`src/rtl/vector_mem_sequencer.sv`:
```
// Memory-stage access sequencer: one beat for scalar ops, LANES consecutive
// element beats for vector ops, with load assembly and a pipeline stall request.
module vector_mem_sequencer #(
  parameter int ADDR_W     = 32,
  parameter int ELEM_W     = 32,
  parameter int LANES      = 4,
  parameter int ELEM_BYTES = 4
) (
  input  logic                      clk,
  input  logic                      rst,
  input  logic                      start,
  input  logic                      modeSel,
  input  logic                      isStore,
  input  logic [ADDR_W-1:0]         baseAddr,
  input  logic [LANES*ELEM_W-1:0]   storeData,
  output logic                      memEn,
  output logic                      memWe,
  output logic [ADDR_W-1:0]         memAddr,
  output logic [ELEM_W-1:0]         memWdata,
  input  logic [ELEM_W-1:0]         memRdata,
  output logic [LANES*ELEM_W-1:0]   loadData,
  output logic                      done,
  output logic                      stall
);

  localparam int BEAT_W = $clog2(LANES);

  typedef enum logic [1:0] {
    S_IDLE   = 2'd0,
    S_ACCESS = 2'd1,
    S_DRAIN  = 2'd2,
    S_DONE   = 2'd3
  } state_t;

  state_t                    state_q, state_d;
  logic [BEAT_W-1:0]         beat_q, beat_d;
  logic                      mode_q, mode_d;
  logic                      is_store_q, is_store_d;
  logic [ADDR_W-1:0]         base_q, base_d;
  logic [LANES*ELEM_W-1:0]   wdata_q, wdata_d;
  logic [LANES*ELEM_W-1:0]   load_q, load_d;
  logic                      cap_q, cap_d;
  logic [BEAT_W-1:0]         cap_lane_q, cap_lane_d;
  logic [BEAT_W-1:0]         last_beat_s;
  logic                      access_s;

  // State and operand registers
  always_ff @(posedge clk or negedge rst) begin
    if (!rst) begin
      state_q    <= S_IDLE;
      beat_q     <= '0;
      mode_q     <= 1'b0;
      is_store_q <= 1'b0;
      base_q     <= '0;
      wdata_q    <= '0;
      load_q     <= '0;
      cap_q      <= 1'b0;
      cap_lane_q <= '0;
    end else begin
      state_q    <= state_d;
      beat_q     <= beat_d;
      mode_q     <= mode_d;
      is_store_q <= is_store_d;
      base_q     <= base_d;
      wdata_q    <= wdata_d;
      load_q     <= load_d;
      cap_q      <= cap_d;
      cap_lane_q <= cap_lane_d;
    end
  end

  // Next-state, operand latch and load capture
  always_comb begin
    state_d     = state_q;
    beat_d      = beat_q;
    mode_d      = mode_q;
    is_store_d  = is_store_q;
    base_d      = base_q;
    wdata_d     = wdata_q;
    load_d      = load_q;
    last_beat_s = mode_q ? BEAT_W'(LANES - 1) : '0;

    case (state_q)
      S_IDLE: begin
        if (start) begin
          state_d    = S_ACCESS;
          beat_d     = '0;
          mode_d     = modeSel;
          is_store_d = isStore;
          base_d     = baseAddr;
          wdata_d    = storeData;
          load_d     = '0;
        end else begin
          state_d = S_IDLE;
        end
      end
      S_ACCESS: begin
        if (beat_q == last_beat_s) begin
          state_d = is_store_q ? S_DONE : S_DRAIN;
        end else begin
          beat_d = beat_q + BEAT_W'(1);
        end
      end
      S_DRAIN:  state_d = S_DONE;
      S_DONE:   state_d = S_IDLE;
      default:  state_d = S_IDLE;
    endcase

    // Read data for the beat issued last cycle arrives now; never overlaps the IDLE clear.
    cap_d      = (state_q == S_ACCESS) && !is_store_q;
    cap_lane_d = beat_q;
    if (cap_q) begin
      load_d[int'(cap_lane_q)*ELEM_W +: ELEM_W] = memRdata;
    end else begin
      load_d = load_d;
    end
  end

  assign access_s = (state_q == S_ACCESS);
  assign memEn    = access_s;
  assign memWe    = access_s & is_store_q;
  assign memAddr  = access_s ? (base_q + ADDR_W'(beat_q) * ADDR_W'(ELEM_BYTES)) : '0;
  assign memWdata = (access_s && is_store_q) ? wdata_q[int'(beat_q)*ELEM_W +: ELEM_W] : '0;
  assign loadData = load_q;
  assign done     = (state_q == S_DONE);
  // Gated by rst so that a pending start cannot hold the pipeline during reset.
  assign stall    = rst & (((state_q == S_IDLE) & start) | access_s | (state_q == S_DRAIN));

endmodule

```
`config.mk`:
```
export PLATFORM = sky130hd
export DESIGN_NAME = vector_mem_sequencer
export DESIGN_NICKNAME = d
export VERILOG_FILES = /design/src/rtl/vector_mem_sequencer.sv
export SDC_FILE = /design/constraint.sdc
export NUM_CORES = 1
export LEC_CHECK = 0
export ABC_AREA = 1
export CAP_MARGIN = 15
export CORE_MARGIN = 1
export CORE_UTILIZATION = 40
export CTS_CLUSTER_DIAMETER = 200
export DETAILED_ROUTE_END_ITERATION = 12
export PLACE_DENSITY = 0.69
export SYNTH_ARGS = -nofsm -noshare
export SYNTH_HDL_FRONTEND = slang
export SYNTH_SLANG_ARGS = --single-unit
```
`constraint.sdc`:
```
create_clock -name clk -period 3.95 [get_ports clk]
set_input_delay 0.9875 -clock clk [delete_from_list [all_inputs] [get_ports clk]]
set_output_delay 0.9875 -clock clk [all_outputs]
set_load 0.01 [all_outputs]
```
## After elaboration in Yosys (flattened, before gate mapping)

Index checks and enable logic that the tools add are counted.

- Bits in latches: 0
- RAM bits: 0
- Memories: 0
- Memory bits (read-only): 0
- Register bits after elaboration: 297

- Mux-type cells: 14
- Divide/modulo/power cells: 0
- Shift-type cells: 3
- Bitwise gates (word level): 5
- Add/subtract/negate cells: 3
- Multiply operators: 0
- Equality and inequality tests: 7
- Magnitude comparators: 0
- Reductions and logical operators: 7

Operator list:

| cell | count |
|---|---|
| two-way mux 128 bit | 3 |
| bitwise mux 128 bit | 1 |
| variable shift 32 x 33 -> 128 bit, first input constant | 1 |
| variable part select 128 x 8 -> 32 bit | 1 |
| variable part select 32 x 33 -> 128 bit | 1 |
| two-way mux 32 bit | 2 |
| negation 7 -> 33 bit | 1 |
| adder 32 x 4 -> 32 bit | 1 |
| two-way mux 2 bit | 4 |
| one-hot mux 2 bit (4 select lines) | 1 |
| == test 2 bit, second input constant | 2 |
| inequality test 2 bit, second input constant | 2 |
| one-hot mux 2 bit (2 select lines) | 1 |
| bitwise AND 1 bit | 3 |
| AND reduction 3 bit | 1 |
| adder 2 x 1 -> 2 bit, second input constant | 1 |
| == test 2 x 1 -> 1 bit, second input constant | 1 |
| == test 2 bit | 1 |
| logical AND 1 bit | 2 |
| zero test 2 bit | 1 |
| two-way mux 1 bit | 2 |
| inequality test 2 x 1 -> 1 bit, second input constant | 1 |
| bitwise OR 1 bit | 2 |
| AND reduction 2 bit | 1 |
| 2 further kinds | 2 |

## Longest topological paths before layout

- Word-level depth: 5
- Gate-level depth with buffers: 10
- Mapped depth without buffers: 10

## Worst setup path before layout

Ideal clock, no wire load.

- Path kind: input -> output
- Start point: in start
- End point: out stall
- Arrival: 1.758 ns
- Buffers on the path: 2
- Data required time: 2.963 ns
- Stages: 4
- Setup slack: 1.204 ns
- Cells stage by stage: nand2_1 > clkbuf_1 > buf_2 > a21boi_0

- Word-level cells in the longest chain between the ends: 4

RTL lines:

| element | RTL line | source |
|---|---|---|
| from (decl) | 11 | `input logic start,` |
| bitwise AND 1 bit | 127 | `assign stall = rst & (((state_q == S_IDLE) & start) \| access_s \| (state_q == S_DRAIN));` |
| bitwise OR 1 bit (2 in a row) | 127 |  |
| bitwise AND 1 bit | 127 |  |
| to (decl) | 23 | `output logic stall` |

Every way passes these cells.

## Worst setup path in the final report

- Start point: reg beat_q[0]
- End point: out memAddr[28]

- Word-level cells in the longest chain between the ends: 2

RTL lines:

| element | RTL line | source |
|---|---|---|
| from (decl) | 36 | `logic [BEAT_W-1:0] beat_q, beat_d;` |
| from (signal assigned) | 61 | `beat_q <= beat_d;` |
| adder 32 x 4 -> 32 bit | 122 | `assign memAddr = access_s ? (base_q + ADDR_W'(beat_q) * ADDR_W'(ELEM_BYTES)) : '0;` |
| two-way mux 32 bit | 122 |  |
| to (decl) | 18 | `output logic [ADDR_W-1:0] memAddr,` |

Every way passes these cells.

==> reports/metrics.cfg <==
[floorplanning]
start_util = 0.406
die_w_microns = 186
ioPinCount = 393
die-area_sq_um = 34700
rows = 67
die_y_microns = 186
core_area_sq_um = 33400

[global_route]
overflow = 0
grt_pass1_wl_mm = 64.4
first_global_vias = 11700
antenna_found_initial = 2
grt_usage = 0.239
grt_max_degree = 162

[finish]
instances_no_fill = 2249
finalNetCount = 1988
fillers = 2891
regArea_sq_um = 7430
fin_util = 0.566
drive_gt1_frac = 0.125
multi_input_area_sq_um = 5600
area_delta_synth_final_pct = 39.5

[route]
wl_met2_mm = 19.7
drcViolationCount = 0
drt_first_pass_iters = 6
wl_per_cell_microns = 18.5
ant_nets = 0
top_layer = met5
drt-total-wl_mm = 41.7
wl_met1_mm = 16.8
dr_total_vias = 11800
drt_iter0_drc = 741
viasPerCell = 5.23
wl_met3_mm = 3.78

[cts]
postCtsHoldBufs = 0
cts_tree = done
cts.clk_slew.worst_paths_ns = 0.06
worstSkewPairLatency_ns = 0.52
cts_max_level = 2
root_buffer = clkbuf_16
clock_sinks = 297
cts_max_path_buffers = 3
cts_setup_buffers = 0
cts_buffers = 34

[yosys]
synth_ff_type = dfrtp_1
synth_common_cells = dfrtp_1, nor2_1, nand2_1, o21ai_0, mux2_2
synth_warnings = 0
synthAdderAreaFrac = 0.0125
syn_area_sq_um = 13600
yosysTopAreaCell = dfrtp_1
synth_compound_area_frac = 0.105
synth_edf_count = 0
synth_nets = 1635
synth_seq_area_share = 0.548
synthSimpleGateAreaFrac = 0.168
synth_most_common_cell = dfrtp_1
synth_async_sr_flop_share = 1.00
syn_inst = 1425
avgSynthCellArea_sq_um = 9.53
ys_top_cells_by_area = dfrtp_1, mux2_2, o21ai_0
yosys-mux-area-fraction = 0.124
synth_top_family_by_area = simple AND/OR/NAND/NOR gates
synth.top_cell.area_share = 0.548
synth_cell_types = 28
synth_seq_cells = 297
synth_xor_area_frac = 0.00194

[setup_path]
critPathSlowestCell = clkdlybuf4s50_1
cp_max_fo = 5
rr_endpoint = loadData[86]
crit_cells = 10
regToRegSetupSlack_ns = 0.46
crit_arrival_ns = 2.79
cpPeakStageDelay_ns = 0.56
worstPathRequired_ns = 2.96
crit_buf_inv = 1
cpMostUsedCell = nand2_1
reg2regPathDepth = 6
crit_family = simple AND/OR/NAND/NOR gates
rr_startpoint = cap_lane_q[0]
end_kind = output port
path_cells = ha_1 > fa_1 > nand2_1 > nor2_2 > nand2_1 > nor2_4 > nand3_1 > nand2_1 > nor2_1 > clkdlybuf4s50_1
worst_setup_path_start_kind = register
crit_type = register to output port

[power_and_ir_drop]
power.internal_uw = 8010
peakVddDrop_v = 0.000507
power_density_nw_per_um2 = 652
p_switching_uw = 4330
combPwrFrac = 0.374
seq_power_share = 0.382
p_leak_uw = 0.00797
power_frac_clock = 0.243
switching_share = 0.351

[sta]
period_needed_ns = 3.78
timing.slew.headroom = 0.197
setup_viol = 0
min_period_over_period = 0.957
rsz0062_at_grt = false
skew_ns = 0.0183
slew_viol_final = 0
tightest_slew_ns = 1.20
finalHoldViolations = 0
max_freq_mhz = 265
setup_tns_ns = 0

[placed_design]
placed_cells = 2190
io_buffers = 392
place_congestion = 0.875
dp_hpwl_mm = 28.5

[status]
status = finished, final reports clean

[hold_path]
hold_path_class = primary input to asynchronous set/reset pin

[flow_run]
max_cap_violations = 0

## registers in the layout, summed over array words and instances, names as in the netlist
name        cells
state_q         2
cap_lane_q      2
beat_q          2
is_store_q      1
wdata_q       128
base_q         32
loadData      128
mode_q          1
cap_q           1
## routing by layer
metal,global-route usage,up-vias
met5,0,-
met2,0.391,448
met3,0.0740,77
li1,-,5503
met1,0.297,5721
met4,0.0879,4
## power groups by stage
stage	clock network (uW)	logic [uW]	registers, uW
5_1_grt	3190	5130	4840
2_1_floorplan	0	2900	4610
6_report	3000	4620	4720
3_5_place_dp	0	4640	4750
4_1_cts	3070	4660	4710
3_3_place_gp	0	4560	4710
## logic make-up (layout without fill, tap and decap cells)
family	count (synthesis)	in the layout
buf+inv	137	512
xor+xnor	3	3
flops	297	297
compound gates	271	271
other cells	0	1
simple gates	555	555
mux	149	149
fa+ha+maj	13	13
## area by class of cell
cell class                      instances  area share
Tap cell                              448      0.0296
Sequential cell                       297       0.393
Timing Repair Buffer                  411       0.218
Antenna cell                            1    0.000132
Clock inverter                          7     0.00568
Multi-Input combinational cell        991       0.295
Clock buffer                           51      0.0504
Inverter                               43     0.00852
## placed cells by master (no fill, tap or decap), types with 2 or more instances in the layout
cell type / Yosys / final
nor2_4: 1 / 2
dlymetal6s2s_1: 0 / 4
clkbuf_16: 0 / 34
buf_12: 0 / 3
xnor2_1: 2 / 2
clkbuf_8: 0 / 4
nand3_1: 134 / 134
dfrtp_1: 297 / 295
clkdlybuf4s50_1: 0 / 387
nor3_1: 2 / 2
dfrtp_2: 0 / 2
clkinv_8: 0 / 2
mux2_2: 149 / 149
nor2_2: 1 / 4
a32o_1: 13 / 13
clkbuf_1: 49 / 13
inv_1: 42 / 42
a21oi_1: 62 / 62
nand2_1: 194 / 193
buf_4: 1 / 15
clkinv_2: 0 / 3
o21ai_0: 194 / 194
ha_1: 12 / 12
nor2_1: 219 / 215
## through the flow
step                instance area, sq um  worst slack [ns]  power [uW]  hold slack, ns
floorplan                          13600              1.20        7510           0.375
global placement                   17800             0.513        9270           0.478
detailed placement                 17800             0.477        9390           0.486
CTS                                18900            0.0368       12400           0.292
global route                       18900            0.0180       13200           0.291
finish                             18900             0.171       12300           0.309
## timing repair
action / CTS / global route
endpoints found under the setup margin: 0 / 17
hold endpoints to repair: 0 / 0
resized for setup: 0 / 10
## worst max-delay path by stage
stage | from | slack (ns) | to
2_1_floorplan | start | 1.20 | stall
3_3_place_gp | start | 0.51 | base_q[23]
3_5_place_dp | start | 0.48 | base_q[23]
4_1_cts | beat_q[1] | 0.04 | memWdata[14]
5_1_grt | beat_q[0] | 0.02 | memAddr[14]
6_report | beat_q[0] | 0.17 | memAddr[28]
No activity file was read; power rests on OpenSTA's default activity.
